**config.mk**
```make
export PLATFORM = sky130hd
export DESIGN_NAME = fpu_issue_scheduler
export DESIGN_NICKNAME = d
export VERILOG_FILES = /design/src/rtl/fpu_issue_scheduler.sv
export SDC_FILE = /design/constraint.sdc
export NUM_CORES = 1
export LEC_CHECK = 0
export BUFFER_PORTS_ARGS = -buffer_cell sky130_fd_sc_hd__clkbuf_2
export CAP_MARGIN = 20
export CORE_ASPECT_RATIO = 0.6
export CORE_UTILIZATION = 56
export CTS_BUF_LIST = sky130_fd_sc_hd__clkbuf_8
export CTS_CLUSTER_SIZE = 14
export DETAILED_ROUTE_END_ITERATION = 6
export PLACE_DENSITY = 0.87
export SLEW_MARGIN = 20
export SYNTH_ARGS = -nofsm -noshare
export SYNTH_HDL_FRONTEND = slang
export SYNTH_SLANG_ARGS = --single-unit
```
**constraint.sdc**
```tcl
create_clock -name clk_i -period 9.2 [get_ports clk_i]
set_input_delay 1.84 -clock clk_i [delete_from_list [all_inputs] [get_ports clk_i]]
set_output_delay 1.84 -clock clk_i [all_outputs]
set_load 0.005 [all_outputs]
```
**src/rtl/fpu_issue_scheduler.sv**
```systemverilog
// rtl/fpu_issue_scheduler.sv - round-robin hazard-aware issue scheduler sharing one FPU
//
// Picks at most one hazard-free instruction per cycle from NUM_REQ requesters
// and tracks in-flight destinations on the short (2-stage) and long
// (LONG_LAT-cycle, non-pipelined) paths. It also keeps the single writeback
// port collision-free.
//
// Ports:
//   clk_i, rst_ni          clock, asynchronous active-low reset
//   req_valid_i            per-requester instruction valid
//   req_instr_i            requester i instruction at [i*WIDTH +: WIDTH]
//   req_ready_o            one-hot grant
//   fpu_issue_o            an instruction enters the FPU this cycle
//   fpu_instr_o            granted instruction (zero when idle)
//   fpu_req_o              granted requester ID
//   wb_valid_o             FPU result written this cycle
//   wb_req_o, wb_dest_o    owner and destination register of the writeback
module fpu_issue_scheduler #(
  parameter  int WIDTH    = 32,
  parameter  int NUM_REQ  = 2,
  parameter  int LONG_LAT = 8,
  localparam int IDW      = $clog2(NUM_REQ),
  localparam int CW       = $clog2(LONG_LAT)
) (
  input  logic                     clk_i,
  input  logic                     rst_ni,
  input  logic [NUM_REQ-1:0]       req_valid_i,
  input  logic [NUM_REQ*WIDTH-1:0] req_instr_i,
  output logic [NUM_REQ-1:0]       req_ready_o,
  output logic                     fpu_issue_o,
  output logic [WIDTH-1:0]         fpu_instr_o,
  output logic [IDW-1:0]           fpu_req_o,
  output logic                     wb_valid_o,
  output logic [IDW-1:0]           wb_req_o,
  output logic [5:0]               wb_dest_o
);

  logic           s1_valid_q, s2_valid_q, long_busy_q;
  logic [IDW-1:0] s1_req_q, s2_req_q, long_req_q;
  logic [5:0]     s1_dest_q, s2_dest_q, long_dest_q;
  logic [CW-1:0]  long_cnt_q;
  logic [IDW-1:0] rr_q, rr_d;

  logic [NUM_REQ-1:0] elig;
  logic [3:0]         opc;
  logic [5:0]         dst, sa, sb;
  logic               haz, blk;
  logic               grant_valid;
  logic [IDW-1:0]     grant_idx, scan_idx;
  int                 scan;
  logic [WIDTH-1:0]   g_instr;
  logic               g_long, issue, long_wb;

  function automatic logic touches(logic [5:0] d, logic [5:0] a, logic [5:0] b, logic [5:0] r);
    return (d == r) || (a == r) || (b == r);
  endfunction

  always_comb begin
    elig = '0;
    opc  = '0;
    dst  = '0;
    sa   = '0;
    sb   = '0;
    haz  = 1'b0;
    blk  = 1'b0;
    for (int i = 0; i < NUM_REQ; i++) begin
      opc = req_instr_i[i*WIDTH +: 4];
      dst = req_instr_i[i*WIDTH+4 +: 6];
      sa  = req_instr_i[i*WIDTH+10 +: 6];
      sb  = req_instr_i[i*WIDTH+16 +: 6];
      // Only this requester's own in-flight entries matter (private register files).
      haz = (s1_valid_q && s1_req_q == IDW'(i) && touches(dst, sa, sb, s1_dest_q)) ||
            (s2_valid_q && s2_req_q == IDW'(i) && touches(dst, sa, sb, s2_dest_q)) ||
            (long_busy_q && long_req_q == IDW'(i) && touches(dst, sa, sb, long_dest_q));
      // A short op issued at cnt==2 would write back in the long writeback cycle.
      blk = (opc == 4'hA || opc == 4'hB) ? long_busy_q
                                         : (long_busy_q && long_cnt_q == CW'(2));
      elig[i] = req_valid_i[i] && !haz && !blk;
    end
  end

  always_comb begin
    grant_valid = 1'b0;
    grant_idx   = '0;
    scan        = 0;
    scan_idx    = '0;
    for (int off = 0; off < NUM_REQ; off++) begin
      scan     = (int'(rr_q) + off) % NUM_REQ;
      scan_idx = IDW'(scan);
      if (!grant_valid && elig[scan_idx]) begin
        grant_valid = 1'b1;
        grant_idx   = scan_idx;
      end
    end
  end

  assign g_instr = req_instr_i[int'(grant_idx)*WIDTH +: WIDTH];
  assign g_long  = (g_instr[3:0] == 4'hA) || (g_instr[3:0] == 4'hB);
  // Gated by reset so every output reads zero while rst_ni is low.
  assign issue   = rst_ni && grant_valid;
  assign rr_d    = grant_valid ? IDW'((int'(grant_idx) + 1) % NUM_REQ) : rr_q;

  assign req_ready_o = issue ? (NUM_REQ'(1) << grant_idx) : '0;
  assign fpu_issue_o = issue;
  assign fpu_instr_o = issue ? g_instr : '0;
  assign fpu_req_o   = issue ? grant_idx : '0;

  assign long_wb    = long_busy_q && (long_cnt_q == '0);
  assign wb_valid_o = s2_valid_q || long_wb;
  assign wb_req_o   = s2_valid_q ? s2_req_q  : (long_wb ? long_req_q  : '0);
  assign wb_dest_o  = s2_valid_q ? s2_dest_q : (long_wb ? long_dest_q : '0);

  always_ff @(posedge clk_i or negedge rst_ni) begin
    if (!rst_ni) begin
      s1_valid_q  <= 1'b0;
      s1_req_q    <= '0;
      s1_dest_q   <= '0;
      s2_valid_q  <= 1'b0;
      s2_req_q    <= '0;
      s2_dest_q   <= '0;
      long_busy_q <= 1'b0;
      long_req_q  <= '0;
      long_dest_q <= '0;
      long_cnt_q  <= '0;
      rr_q        <= '0;
    end else begin
      s1_valid_q <= issue && !g_long;
      s1_req_q   <= grant_idx;
      s1_dest_q  <= g_instr[9:4];
      s2_valid_q <= s1_valid_q;
      s2_req_q   <= s1_req_q;
      s2_dest_q  <= s1_dest_q;
      if (issue && g_long) begin
        long_busy_q <= 1'b1;
        long_req_q  <= grant_idx;
        long_dest_q <= g_instr[9:4];
        long_cnt_q  <= CW'(LONG_LAT - 1);
      end else if (long_busy_q) begin
        if (long_cnt_q == '0) long_busy_q <= 1'b0;
        else                  long_cnt_q  <= long_cnt_q - CW'(1);
      end
      rr_q <= rr_d;
    end
  end

endmodule
```
### After elaboration in Yosys (flattened, before gate mapping)

Index checks and enable logic that the tools add are counted.

| word-level totals | value |
|---|---|
| bits in registers | 28 |
| output and inout bits | 44 |
| logic and storage cells | 121 |

| cells by class | value |
|---|---|
| add/subtract/negate cells | 3 |
| reduce and logical (&&, ||, !) cells | 51 |
| equality and inequality tests | 26 |
| bitwise gates (word level) | 3 |
| $lt $le $gt $ge | 2 |
| multiplexer cells | 23 |
| shifts and indexed selects | 2 |

Operator list:

| operator | number |
|---|---|
| $eq A6 B6 Y1 | 18 |
| $shiftx A64 B7 Y32 | 1 |
| $mux W32 | 1 |
| $eq A4 B4 Y1 const B | 6 |
| $logic_and A1 B1 Y1 | 22 |
| $logic_or A1 B1 Y1 | 20 |
| $mux W1 | 16 |
| $mux W6 | 2 |
| $mux W3 | 3 |
| $logic_not A1 Y1 | 6 |
| $lt A1 B2 Y1 const B | 2 |
| $eq A3 B2 Y1 const B | 1 |
| $logic_not A3 Y1 | 1 |
| $not A1 Y1 | 3 |
| $sub A3 B1 Y3 const B | 1 |
| $add A1 B1 Y1 const B | 2 |
| $mux W2 | 1 |
| $ne A2 B1 Y1 const B | 1 |
| $reduce_and A2 Y1 | 1 |
| $reduce_bool A2 Y1 | 1 |
| $shl A1 B1 Y2 const A | 1 |

### Logic depth before layout (Yosys ltp)

Gate-level depths: netlist (run 1).

| depth | value |
|---|---|
| depth after elaboration | 21 |
| depth in mapped cells | 11 |
| mapped depth without buffers | 9 |

### Worst setup path before layout (run 1)

No wires, ideal clock.

| path | value |
|---|---|
| kind | in2out |
| from | in req_instr_i[4] |
| to | out fpu_instr_o[22] |
| arrival | 3.857 ns |
| data required time | 7.360 ns |
| path slack | 3.503 ns |
| stages on the path | 11 |
| path buffers | 3 |
| cells stage by stage | clkbuf_2 > xnor2_1 > nand4_1 > nor4_1 > or4_1 > nor4_4 > a21boi_2 > buf_6 > nor2_1 > buf_2 > a22o_1 |

| on the way | value |
|---|---|
| word-level cells in the longest chain between the ends | 17 |

Ends and longest elaborated chain:

| what | RTL line | RTL |
|---|---|---|
| from (decl) | 28 | `input logic [NUM_REQ*WIDTH-1:0] req_instr_i,` |
| $eq A6 B6 Y1 | 55 | `return (d == r) \|\| (a == r) \|\| (b == r);` |
| $logic_or A1 B1 Y1 (2 in series) | 55 |  |
| $logic_and A1 B1 Y1 (on tied branches) | 72, 73 |  |
| $logic_or A1 B1 Y1 | 72 | `haz = (s1_valid_q && s1_req_q == IDW'(i) && touches(dst, sa, sb, s1_dest_q)) \|\|` |
| $logic_or A1 B1 Y1 * | 73 | `(s2_valid_q && s2_req_q == IDW'(i) && touches(dst, sa, sb, s2_dest_q)) \|\|` |
| $logic_not A1 Y1 * | 78 | `elig[i] = req_valid_i[i] && !haz && !blk;` |
| $logic_and A1 B1 Y1 * (2 in series) | 78 |  |
| $mux W1 (implied by the code) (2 in series) | 90 | `if (!grant_valid && elig[scan_idx]) begin` |
| $mux W1 | 90 |  |
| $logic_not A1 Y1 | 90 |  |
| $logic_and A1 B1 Y1 | 90 |  |
| $mux W1 | 90 |  |
| $shiftx A64 B7 Y32 or $logic_and A1 B1 Y1 (tied branches) | 97, 100 |  |
| $mux W32 * | 105 | `assign fpu_instr_o = issue ? g_instr : '0;` |
| to (decl) | 31 | `output logic [WIDTH-1:0] fpu_instr_o,` |

Mark *: on every way between the ends. The rest lies on a longest branch, timed or not. The select of a mux whose other input is x is not followed.

### Worst setup path after layout (run 1)

| path | value |
|---|---|
| from | in req_instr_i[39] |
| to | out fpu_instr_o[10] |

Same word-level chain as after synthesis.

==> results of run 1 <==
==> where the power goes <==
part           switching (W)  internal (W)
Clock              0.0000398     0.0000583
Combinational       0.000173      0.000180
Sequential          0.000107      0.000157
==> layout by cell type, fill, tap and decap left out, types with 7 or more instances in the layout <==
| cell | instances |
|---|---|
| xor2_1 | 56 |
| xnor2_1 | 53 |
| a22o_1 | 28 |
| nand4_1 | 17 |
| nand2_1 | 12 |
| nor3_1 | 7 |
| o21ai_0 | 7 |
| clkbuf_2 | 111 |
| nor2_1 | 21 |
| nor4_1 | 19 |
| mux2_2 | 9 |
| and2_1 | 8 |
| dfrtp_1 | 28 |
| nor2b_1 | 10 |
==> layer usage <==
layer | vias to the layer above | wire length [µm] | global-route usage [%]
li1 | 1407 | - | -
met1 | 1474 | 4360 | 48.0
met2 | 196 | 4350 | 51.9
met3 | 19 | 1230 | 11.0
met4 | 0 | 125 | 8.74
met5 | - | 0 | 0
==> path summary, 6_finish.rpt <==
| check | startpoint | to | slack (ns) | cells past startpoint |
|---|---|---|---|---|
| min in group asynchronous | rst_ni | s1_dest_q[3] | 1.55 | 2 |
| setup / recovery | req_instr_i[39] | fpu_instr_o[10] | 2.71 | 11 |
| hold / removal | s1_valid_q | s2_valid_q | 0.40 | 0 |
| hold reg to reg | s1_valid_q | s2_valid_q | 0.40 | 0 |
| max in group asynchronous | rst_ni | s1_dest_q[1] | 7.38 | 2 |
| setup reg to reg | long_dest_q[1] | long_dest_q[0] | 6.08 | 9 |
==> kinds of logic after synthesis <==
family                     Yosys count  share of synthesized area [%]
AOI/OAI and AO/OA                   48                           12.9
xor gates and xnor gates           109                           30.3
adders and majority gates            3                           1.19
buffers and inverters               42                           7.46
DFF                                 28                           22.2
muxes                               17                           6.23
and+or+nand+nor                    110                           19.8
==> cell type report <==
type	instances	share of cell area, %
Clock inverter	1	0.817
Sequential cell	28	19.1
Inverter	5	0.510
Tap cell	66	2.25
Timing Repair Buffer	115	15.9
Clock buffer	3	1.12
Multi-Input combinational cell	287	60.3
==> sequential cells by signal, summed over array words and instances (netlist names) <==
name and flops:
s2_dest_q 6, s1_dest_q 6, rr_q 1, s2_valid_q 1, s1_req_q 1, s2_req_q 1, long_req_q 1, s1_valid_q 1
long_busy_q 1, long_cnt_q 3, long_dest_q 6
==> through the flow <==
step | setup slack [ns] | area [µm²] | cells
finish | 2.71 | 3680 | 505
CTS | 2.51 | 3680 | 505
global route | 2.45 | 3680 | 505
detailed placement | 2.53 | 3610 | 501
floorplan | 3.50 | 3150 | 357
global placement | 2.68 | 3610 | 501
==> impl_metrics.tcl, run 1 <==
set metrics [dict create \
    outcome "complete, no violations" \
    tns_ns 0 \
    power.density_nw_per_um2 194 \
    cts.path.max_buffers 2 \
    synthFlopType "dfrtp_1" \
    crit_required_ns 7.36 \
    clock_latency_ns 0.28 \
    drt_iter0_markers 237 \
    fillCellCount 428 \
    ant_nets 0 \
    rows 20 \
    grt_pass1_wl_um 15300 \
    grt_use_total_pct 34.5 \
    antenna_found_initial 0 \
    rsz0062_at_grt "no" \
    yosys_warnings 0 \
    crit_type "input pin to primary output" \
    synth.distinct_cells 40 \
    fmax_mhz 154 \
    htree_levels 1 \
    p_leak_nw 1.70 \
    finalSetupViolations 0 \
    ctsHoldBuffers 0 \
    place_congestion 0.945 \
    synth_top_area_share_pct 22.2 \
    antenna_cells 0 \
    slew-limit-headroom_pct 41.6 \
    finClkSkew_ns 0.00902 \
    min_period_over_period_pct 70.6 \
    avgSynthCellArea_um2 8.84 \
    synth.most_common_cell "xor2_1" \
    wl_per_cell_um 19.9 \
    synth_fp_nets 428 \
    clock_sinks 28 \
    multi_input_area_um2 2220 \
    syn-instance-count 357 \
    start_kind "input pin" \
    vdd_drop_max_mv 0.125 \
    cts_tree "yes" \
    cts.repair.resized 0 \
    netlist_area_um2 3150 \
    synth_common_cells "xor2_1, xnor2_1, a22o_1, dfrtp_1, nor2_1" \
    fin_nets 511 \
    root_buffer "clkbuf_8" \
    cap_violations 0 \
    maxSlewViolCount 0 \
    p_total_w 0.000715 \
    synth_edf_count 0 \
    cp_slowest_cell "and2_1" \
    core_um2 5230 \
    overflow 0 \
    cp_cell_sequence "clkbuf_2 > xor2_1 > nor4_1 > nand4_1 > nand3_1 > nor4_1 > a21boi_2 > buf_4 > and2_1 > a22o_1 > clkbuf_2" \
    drc_errors 0 \
    max_stage_delay_ns 0.77 \
    portBuffers 111 \
    seq_area_frac_synth_pct 22.2 \
    drive_gt1_share_pct 31.7 \
    dp_hpwl_um 7790 \
    die_h_um 60.1 \
    clkTransAtPathRegs_ns 0.09 \
    async_flop_share_pct 100 \
    synthTopCellsByArea "dfrtp_1, xor2_1, xnor2_1" \
    post-cts-setup-buffers 0 \
    arrival_ns 4.65 \
    period_needed_ns 6.49 \
    ys_seq_elements 28 \
    first_pass_iters 5 \
    cts_made_buffers 3 \
    cp-end-kind "primary output" \
    finalHoldViolCount 0 \
    area_delta_synth_final_pct 16.6 \
    die_x_um 98.9 \
    min-delay-path-class "flip-flop to flip-flop" \
    grt_max_degree 34 \
    final_util_pct 70.3 \
    grt_pass1_vias 2875 \
    crit_buf_inv 3 \
    viasPerCell 6.13 \
    worst-slew-pin-transition_ns 0.876 \
    critPathMaxFanout 33 \
    boundaryPins 112 \
    seq_area_um2 701 \
    die_area_um2 5950 \
    wl_um 10100 \
    num_vias 3096 \
    start_util_pct 60.3 \
    synth_top_area_cell "dfrtp_1" \
    cp_top_family "simple AND/OR/NAND/NOR gates" \
    hold-worst-slack_ns 0.400 \
]
(Power assumes the default switching activity.)
==> inputs of run 2 (changes only) <==
Settings changed: CORE_UTILIZATION 56 to 52, PLACE_DENSITY 0.87 to 0.82.
Clock period 9.2 ns to 6.6 ns, I/O delays scaled along.
==> run 2 against run 1 <==
Effect of this change: combinational power increased by 39%; critical path type unchanged; worst setup slack lost 1.3 ns; sequential power is 39% higher; critical endpoint is now fpu_instr_o[22].
==> impl_metrics.tcl, run 2 (synthesized netlist as in run 1, its figures left out) <==
set metrics [dict create \
    cp_slowest_cell "nor4_1" \
    finClkSkew_ns 0.00976 \
    fin_cells 519 \
    preCtsSetupSlack_ns 1.06 \
    maxSlewViolCount 0 \
    dp_hpwl_um 7750 \
    pwr-share-comb_pct 49.3 \
    start_util_pct 55.3 \
    seq_area_um2 701 \
    min_to "s2_req_q" \
    period_needed_ns 5.15 \
    post-cts-setup-buffers 0 \
    finalHoldViolCount 0 \
    layout_commonest_cell "clkbuf_2" \
    min_period_over_period_pct 78.1 \
    cts_made_buffers 3 \
    viasPerCell 5.98 \
    max_stage_delay_ns 0.46 \
    ant_nets 0 \
    clock_sinks 28 \
    rows 21 \
    finalSetupViolations 0 \
    p_switching_w 0.000445 \
    grt_max_degree 34 \
    r2r_start "s2_valid_q" \
    placedCellCount 515 \
    worst_slack_ns 1.45 \
    drc_errors 0 \
    power.density_nw_per_um2 269 \
    grt_pass1_vias 2941 \
    p_sw_share_pct 44.7 \
    slew-limit-headroom_pct 55.0 \
    crit_type "input pin to primary output" \
    arrival_ns 3.83 \
    grt_use_total_pct 32.1 \
    portBuffers 111 \
    antenna_cells 0 \
    htree_levels 1 \
    overflow 0 \
    start_kind "input pin" \
    pwr-share-seq_pct 36.8 \
    core_um2 5700 \
    wl_um 10000 \
    holdPathStages 0 \
    clock_latency_ns 0.28 \
    layout_common_cells "clkbuf_2, xor2_1, xnor2_1, a22o_1, dfrtp_1" \
    worst-slew-pin-transition_ns 0.674 \
    p_leak_nw 1.70 \
    drt_iter0_markers 293 \
    crit_required_ns 5.28 \
    cts.path.max_buffers 2 \
    fin_nets 511 \
    startpoint "req_instr_i[37]" \
    outcome "complete, no violations" \
    ctsHoldBuffers 0 \
    root_buffer "clkbuf_8" \
    multi_input_area_um2 2220 \
    tns_ns 0 \
    p_int_w 0.000551 \
    hold_start "s1_req_q" \
    clkTransAtPathRegs_ns 0.09 \
    die_area_um2 6390 \
    place_congestion 0.948 \
    boundaryPins 112 \
    critPathMaxFanout 33 \
    rsz0062_at_grt "no" \
    fillCellCount 497 \
    worstReg2RegEnd "long_dest_q[1]" \
    cts_tree "yes" \
    vdd_drop_max_mv 0.154 \
    die_h_um 62.3 \
    antenna_found_initial 0 \
    cts.repair.resized 0 \
    cap_violations 0 \
    wl_per_cell_um 19.3 \
    first_pass_iters 5 \
    min-delay-path-class "flip-flop to flip-flop" \
    r2r_cells 8 \
    top_regs "long_dest_q x6, s1_dest_q x6, s2_dest_q x6" \
    p_clk_share_pct 13.8 \
    grt_pass1_wl_um 15600 \
    cp-end-kind "primary output" \
    fmax_mhz 194 \
    r2r_slack_ns 3.33 \
    num_vias 3106 \
    area_delta_synth_final_pct 17.3 \
    drive_gt1_share_pct 31.9 \
    cp_cell_sequence "clkbuf_2 > xor2_1 > nor4_1 > nand4_1 > nand3_1 > nor4_1 > a21boi_2 > buf_4 > and2_0 > buf_4 > a22o_1 > clkbuf_2" \
    die_x_um 103 \
    p_total_w 0.000995 \
]
-- run 2: critical path: cells and delay by family --
family                    cells  cell delay, ns
xor gates and xnor gates      1            0.17
AOI/OAI and AO/OA             2            0.42
buffers and inverters         4            0.92
and+or+nand+nor               5            0.98
-- run 2: how the worst max path moves through the flow --
stage / endpoint / slack [ns] / cells after the start
2_1_floorplan: fpu_instr_o[22] / 1.94 / 11
3_3_place_gp: fpu_instr_o[9] / 1.19 / 9
3_5_place_dp: fpu_instr_o[6] / 1.06 / 10
4_1_cts: fpu_instr_o[6] / 1.05 / 10
5_1_grt: fpu_instr_o[22] / 1.24 / 12
6_report: fpu_instr_o[22] / 1.45 / 12
-- run 2: routing by layer --
layer	global-route usage [%]	up-vias	share of wire [%]
met3	7.77	4	12
li1	-	1410	-
met5	0	-	0
met4	2.50	0	0.21
met2	46.8	193	43
met1	49.0	1499	44
-- run 2: stage by stage --
step                      cell area [µm²]  util [%]  hold WS [ns]
after floorplan                      3150         -         0.349
after global placement               3620      63.6         0.380
after detailed placement             3620      63.6         0.394
after CTS                            3690      64.8         0.415
after global routing                 3700      64.9         0.433
final                                3700      64.9         0.420
-- run 2: layout make-up --
class                   instances  area share, %
clock inverters                 1          0.812
clock buffers                   3           1.12
well taps                      80           2.71
multi-input cells             287           60.1
flip-flops and latches         28           18.9
repair buffers                115           15.8
inverters                       5          0.507
-- run 2: power by group through the flow --
stage	registers, W	clock network, W	logic, W
3_3_place_gp	0.000362	0	0.000470
4_1_cts	0.000358	0.000139	0.000488
6_report	0.000366	0.000138	0.000491
3_5_place_dp	0.000363	0	0.000484
5_1_grt	0.000370	0.000146	0.000543
2_1_floorplan	0.000240	0	0.000462
